File: src/rtl/pbl_fir_pkg.sv
// Shared FIR definitions: state encoding, default widths and the output
// shift/saturate helper used by this and later FIR stages.
package pbl_fir_pkg;

  localparam int DATA_W = 16;
  localparam int COEF_W = 16;
  localparam int ACC_W  = 40;
  localparam int FRAC   = 15;

  typedef enum logic [2:0] {
    IDLE  = 3'd0,
    MAC   = 3'd1,
    DRAIN = 3'd2,
    WRITE = 3'd3,
    DONE  = 3'd4
  } fir_state_e;

  localparam logic signed [ACC_W-1:0] SAT_HI = {{(ACC_W-DATA_W+1){1'b0}}, {(DATA_W-1){1'b1}}};
  localparam logic signed [ACC_W-1:0] SAT_LO = {{(ACC_W-DATA_W+1){1'b1}}, {(DATA_W-1){1'b0}}};

  // Arithmetic shift right by FRAC (floor), then clamp to the DATA_W signed range.
  function automatic logic signed [DATA_W-1:0] sat_round(input logic signed [ACC_W-1:0] acc);
    logic signed [ACC_W-1:0] sh;
    sh = acc >>> FRAC;
    if (sh > SAT_HI)
      sat_round = {1'b0, {(DATA_W-1){1'b1}}};
    else if (sh < SAT_LO)
      sat_round = {1'b1, {(DATA_W-1){1'b0}}};
    else
      sat_round = sh[DATA_W-1:0];
  endfunction

endpackage

File: src/rtl/fir_mac.sv
// FIR multiply-accumulate: full-precision signed product, optional masking of
// taps that reach before the first sample, clear between outputs, and the
// shifted/saturated view of the accumulator presented to the result RAM.
module fir_mac
  import pbl_fir_pkg::*;
#(
  parameter int DATA_W = 16,
  parameter int COEF_W = 16,
  parameter int ACC_W  = 40,
  parameter int FRAC   = 15
) (
  input  logic              clk,
  input  logic              rst,
  input  logic              clr,
  input  logic              vld,
  input  logic              mask,
  input  logic [DATA_W-1:0] x_rdata,
  input  logic [COEF_W-1:0] c_rdata,
  output logic [DATA_W-1:0] y_sat
);

  localparam int PROD_W = DATA_W + COEF_W;

  localparam logic signed [ACC_W-1:0] ACC_HI = {{(ACC_W-DATA_W+1){1'b0}}, {(DATA_W-1){1'b1}}};
  localparam logic signed [ACC_W-1:0] ACC_LO = {{(ACC_W-DATA_W+1){1'b1}}, {(DATA_W-1){1'b0}}};

  logic signed [DATA_W-1:0] x_s;
  logic signed [COEF_W-1:0] c_s;
  logic signed [PROD_W-1:0] prod;
  logic signed [ACC_W-1:0]  prod_ext;
  logic signed [ACC_W-1:0]  acc_d;
  logic signed [ACC_W-1:0]  acc_q;

  // Floor shift by FRAC, then clamp into the signed DATA_W range.
  function automatic logic [DATA_W-1:0] sat_shift(input logic signed [ACC_W-1:0] a);
    logic signed [ACC_W-1:0] sh;
    sh = a >>> FRAC;
    if (sh > ACC_HI)
      sat_shift = {1'b0, {(DATA_W-1){1'b1}}};
    else if (sh < ACC_LO)
      sat_shift = {1'b1, {(DATA_W-1){1'b0}}};
    else
      sat_shift = sh[DATA_W-1:0];
  endfunction

  // Product and next accumulator value; clear wins over accumulation.
  always_comb begin
    x_s      = signed'(x_rdata);
    c_s      = signed'(c_rdata);
    prod     = x_s * c_s;
    prod_ext = {{(ACC_W-PROD_W){prod[PROD_W-1]}}, prod};
    acc_d    = acc_q;
    if (clr)
      acc_d = '0;
    else if (vld && !mask)
      acc_d = acc_q + prod_ext;
  end

  // Accumulator register (stage boundary: RAM data -> accumulated sum).
  always_ff @(posedge clk) begin
    if (rst)
      acc_q <= '0;
    else
      acc_q <= acc_d;
  end

  // Output word as it is written to the result RAM.
  always_comb begin
    y_sat = sat_shift(acc_q);
  end

endmodule

File: src/rtl/fir_engine.sv
// FIR engine: sequences one output at a time over the sample and coefficient
// RAMs, accumulates sum_k c[k]*x[n-k] and writes each saturated result.
module fir_engine
  import pbl_fir_pkg::*;
#(
  parameter int DATA_W = 16,
  parameter int COEF_W = 16,
  parameter int ACC_W  = 40,
  parameter int ADDR_W = 10,
  parameter int TAP_AW = 6,
  parameter int FRAC   = 15
) (
  input  logic              a_clk,
  input  logic              a_rst,
  input  logic              start,
  input  logic [ADDR_W-1:0] len,
  input  logic [TAP_AW-1:0] taps,
  output logic [ADDR_W-1:0] x_addr,
  input  logic [DATA_W-1:0] x_rdata,
  output logic [TAP_AW-1:0] c_addr,
  input  logic [COEF_W-1:0] c_rdata,
  output logic              y_we,
  output logic [ADDR_W-1:0] y_addr,
  output logic [DATA_W-1:0] y_wdata,
  output logic              busy,
  output logic              done
);

  fir_state_e        state_q, state_d;
  logic [ADDR_W-1:0] n_q, n_d;
  logic [TAP_AW-1:0] k_q, k_d;
  logic [ADDR_W-1:0] len_q, len_d;
  logic [TAP_AW-1:0] taps_q, taps_d;
  logic              rd_vld_q, rd_vld_d;
  logic              mask_q, mask_d;
  logic              acc_clr;
  logic [ADDR_W-1:0] k_ext;
  logic              neg_idx;
  logic [DATA_W-1:0] y_sat;

  // Next state, counters, RAM addressing and result-port drive.
  always_comb begin
    state_d  = state_q;
    n_d      = n_q;
    k_d      = k_q;
    len_d    = len_q;
    taps_d   = taps_q;
    rd_vld_d = 1'b0;
    mask_d   = 1'b0;
    acc_clr  = 1'b0;
    x_addr   = '0;
    c_addr   = '0;
    y_we     = 1'b0;
    y_addr   = '0;
    y_wdata  = '0;
    busy     = 1'b0;
    done     = 1'b0;
    k_ext    = {{(ADDR_W-TAP_AW){1'b0}}, k_q};
    neg_idx  = (k_ext > n_q);

    unique case (state_q)
      IDLE: begin
        if (start) begin
          len_d   = len;
          taps_d  = taps;
          n_d     = '0;
          k_d     = '0;
          acc_clr = 1'b1;
          state_d = MAC;
        end
      end
      MAC: begin
        busy     = 1'b1;
        c_addr   = k_q;
        // Taps reaching before x[0] read address 0 and are masked downstream.
        x_addr   = neg_idx ? '0 : (n_q - k_ext);
        rd_vld_d = 1'b1;
        mask_d   = neg_idx;
        if (k_q == taps_q)
          state_d = DRAIN;
        else
          k_d = k_q + 1'b1;
      end
      DRAIN: begin
        busy    = 1'b1;
        state_d = WRITE;
      end
      WRITE: begin
        busy    = 1'b1;
        y_we    = 1'b1;
        y_addr  = n_q;
        y_wdata = y_sat;
        if (n_q == len_q) begin
          state_d = DONE;
        end else begin
          n_d     = n_q + 1'b1;
          k_d     = '0;
          acc_clr = 1'b1;
          state_d = MAC;
        end
      end
      DONE: begin
        done    = 1'b1;
        state_d = IDLE;
      end
      default: state_d = IDLE;
    endcase
  end

  // Control registers (stage boundary: address issue -> RAM data valid).
  always_ff @(posedge a_clk) begin
    if (a_rst) begin
      state_q  <= IDLE;
      n_q      <= '0;
      k_q      <= '0;
      len_q    <= '0;
      taps_q   <= '0;
      rd_vld_q <= 1'b0;
      mask_q   <= 1'b0;
    end else begin
      state_q  <= state_d;
      n_q      <= n_d;
      k_q      <= k_d;
      len_q    <= len_d;
      taps_q   <= taps_d;
      rd_vld_q <= rd_vld_d;
      mask_q   <= mask_d;
    end
  end

  fir_mac #(
    .DATA_W (DATA_W),
    .COEF_W (COEF_W),
    .ACC_W  (ACC_W),
    .FRAC   (FRAC)
  ) u_mac (
    .clk     (a_clk),
    .rst     (a_rst),
    .clr     (acc_clr),
    .vld     (rd_vld_q),
    .mask    (mask_q),
    .x_rdata (x_rdata),
    .c_rdata (c_rdata),
    .y_sat   (y_sat)
  );

endmodule

File: config.mk
export PLATFORM = sky130hd
export DESIGN_NAME = fir_engine
export DESIGN_NICKNAME = d
export VERILOG_FILES = /design/src/rtl/pbl_fir_pkg.sv /design/src/rtl/fir_mac.sv /design/src/rtl/fir_engine.sv
export SDC_FILE = /design/constraint.sdc
export NUM_CORES = 1
export LEC_CHECK = 0
export ABC_AREA = 1
export BUFFER_PORTS_ARGS = -buffer_cell sky130_fd_sc_hd__buf_2
export CORE_AREA = 2 2 219 157
export DETAILED_ROUTE_END_ITERATION = 8
export DIE_AREA = 0 0 221 159
export GPL_TIMING_DRIVEN = 0
export HOLD_SLACK_MARGIN = 0.02
export PLACE_DENSITY = 0.72
export SLEW_MARGIN = 20
export SYNTH_ARGS = -nofsm -noshare
export SYNTH_HDL_FRONTEND = slang
export SYNTH_HIERARCHICAL = 1
export SYNTH_SLANG_ARGS = --single-unit
export TNS_END_PERCENT = 10
File: constraint.sdc
create_clock -name a_clk -period 7.2 [get_ports a_clk]
set_input_delay 0.72 -clock a_clk [delete_from_list [all_inputs] [get_ports a_clk]]
set_output_delay 0.72 -clock a_clk [all_outputs]
set_load 0.03 [all_outputs]
==> reports/metrics.cfg <==
[detailed_routing]
vias_per_cell=5.18
routedWlPerCell_um=17.2
drc=0
num_vias=15700
drt-initial-drc-count=1587
wl_um=52200
antenna_left=0
first_pass_iters=6

[timing]
finalSetupViolCount=0
finClkSkew_ps=14.1
maxSlewHeadroom_pct=43.2
setup_slack_ps=263
worst_pin_slew_ps=851
max_freq_mhz=144
min_period_ps=6940
rsz0062_at_grt=no
drv_slew=0
min_period_over_period_pct=96.3
hold_viol=0
timing.hold.ws_ps=475

[grt]
grt_pass1_wl_um=84300
grt_pass1_vias=15900
overflow=0
antenna_found_initial=0
grt_util_all_layers_pct=30.7
grt_max_degree=24

[logic_synthesis]
synth.cell_area_um2=17900
yosys-top-cells-area=fa_1, inv_1, nand2_1
yosys.area.top_type=fa_1
synthCells=2512
synth_edf_count=0
yosysWarnings=6
async_flop_share_pct=0
synth_top_area_share_pct=37.0
syn_nets=3017
ys.flop_type=dfxtp_1
yosys.cell_types.count=39
synth_seq_cells=77
synth-seq-area-share_pct=8.60
synth_area_per_cell_um2=7.13

[critical_path]
path_delay_family=adder cells
endpoint_kind=flip-flop
required_ps=7460
crit_buf_inv=8
cp_slowest_stage_delay_ps=590
start_kind=input port
slowest_stage=fa_1
worst_ep_arrival_time_ps=7200
cp_max_fo=10
criticalPathCategory=input port to flip-flop

[placement]
place_ws_ps=-248
placed_cells=3011
io_buffers=64
dp_hpwl_um=45800
gp_congestion=0.998

[floorplan]
coreArea_um2=33000
start_util_pct=54.3
die-area_um2=35100
die_height_um=159
row_count=56
ios=96
die_width_um=221

[layout]
nets=3092
finalNonFillerCells=3027
area_growth_pct=6.71
multi_input_area_um2=13200
drive_above_1_share_pct=6.33
antenna_cells=0
final_common_cell=inv_1
n_fill_cell=3115
mostFrequentLayoutCells=inv_1, nand2_1, fa_1
seqCellArea_um2=1540

[clock_tree]
postCtsHoldBufs=0
htree_levels=3
cts_tree=done
cts_root_buf=clkbuf_16
post_cts_buffers=0
cts_buffers=9
clock_latency_ps=370
cts_sinks=77
clk_pin_slew_worst_paths_ps=70
clockBufferDepth=2

[worst_hold_path]
hp-class=flip-flop to flip-flop

[job]
cap_violations=0

[run_status]
status=completed

per-layer routing:
layer  share of wire [%]  global-route usage, %  wire length [um]
met1                  46                   46.4             24000
met2                  40                   43.8             21100
met3                  12                   8.78              6170
met4                 1.8                   6.31               951
met5                   0                      0                 0
synth_stat cells (2+ instances only):
cell and n:
a31oi_1 2, nor2_2 13, a21oi_1 88, inv_2 18, fa_1 331, nand4_1 12, o21bai_1 7, dfxtp_1 77
o21ai_0 54, nor2_1 205, a21o_1 4, nand2_1 577, nand2_2 18, inv_1 740, nand3_1 81, dlymetal6s2s_1 2
buf_2 9, xnor2_1 6, xor2_1 24, nor3_2 3, ha_1 123, nor2_4 2, clkbuf_1 76, o21ai_1 10
nor3_1 12, nand3_2 4, or2_2 2
per-stage QoR:
stage               utilization, %  area [um^2]  setup TNS [ps]
CTS                           57.9        19100               0
finish                        58.0        19100               0
global placement              56.9        18800            -794
global route                  58.0        19100               0
floorplan                        -        17900               0
detailed placement            56.9        18800            -867
path summary, 6_finish.rpt:
| kind | startpoint | endpoint | slack (ps) | depth (start not counted) |
|---|---|---|---|---|
| worst min-delay path | taps_q[2]$_SDFFE_PP0P_ | taps_q[2]$_SDFFE_PP0P_ | 470 | 2 |
| worst max-delay path | x_rdata[8] | u_mac/acc_q[29]$_SDFFE_PP0P_ | 260 | 27 |
| worst min register to register | taps_q[2]$_SDFFE_PP0P_ | taps_q[2]$_SDFFE_PP0P_ | 470 | 2 |
| worst max register to register | u_mac/acc_q[15]$_SDFFE_PP0P_ | u_mac/acc_q[29]$_SDFFE_PP0P_ | 2190 | 22 |
tightest hold or removal path, delay by kind of cell (launching register included):
kind	cells	cell delay, ps
AOI/OAI and AO/OA	1	50
DFF	1	310
buffers and inverters	1	60
timing repair:
action	in CTS	in global routing
resized for setup	0	15
hold endpoints to repair	0	0
endpoints found under the setup margin	0	8
sequential cells by signal, indices dropped and copies added (netlist names):
signal,count
u_mac/acc_q,40
len_q,10
n_q,10
k_q,6
taps_q,6
state_q,3
mask_q,1
rd_vld_q,1
cells by family (layout without fill, tap and decap cells):
| kind of cell | after synthesis | after routing | synth area share [%] |
|---|---|---|---|
| AO/OA/AOI/OAI | 170 | 170 | 5.05 |
| adder cells (fa/ha/maj) | 454 | 454 | 45.6 |
| buffers and inverters | 848 | 928 | 18.0 |
| AND/OR/NAND/NOR | 933 | 933 | 21.3 |
| XOR/XNOR | 30 | 30 | 1.47 |
| flip-flops | 77 | 77 | 8.60 |
area by class of cell:
class | instances | area share, %
multi-input combinational | 1587 | 68.8
inverter | 758 | 14.9
sequential | 77 | 8.06
tap | 435 | 2.85
buffer | 90 | 2.05
timing repair buffer | 64 | 1.67
clock buffer | 9 | 1.18
clock inverter | 7 | 0.510
Power is left out: the tool's default activity adds up to more than one toggle a clock period on the data nets, which glitch-free logic cannot reach.
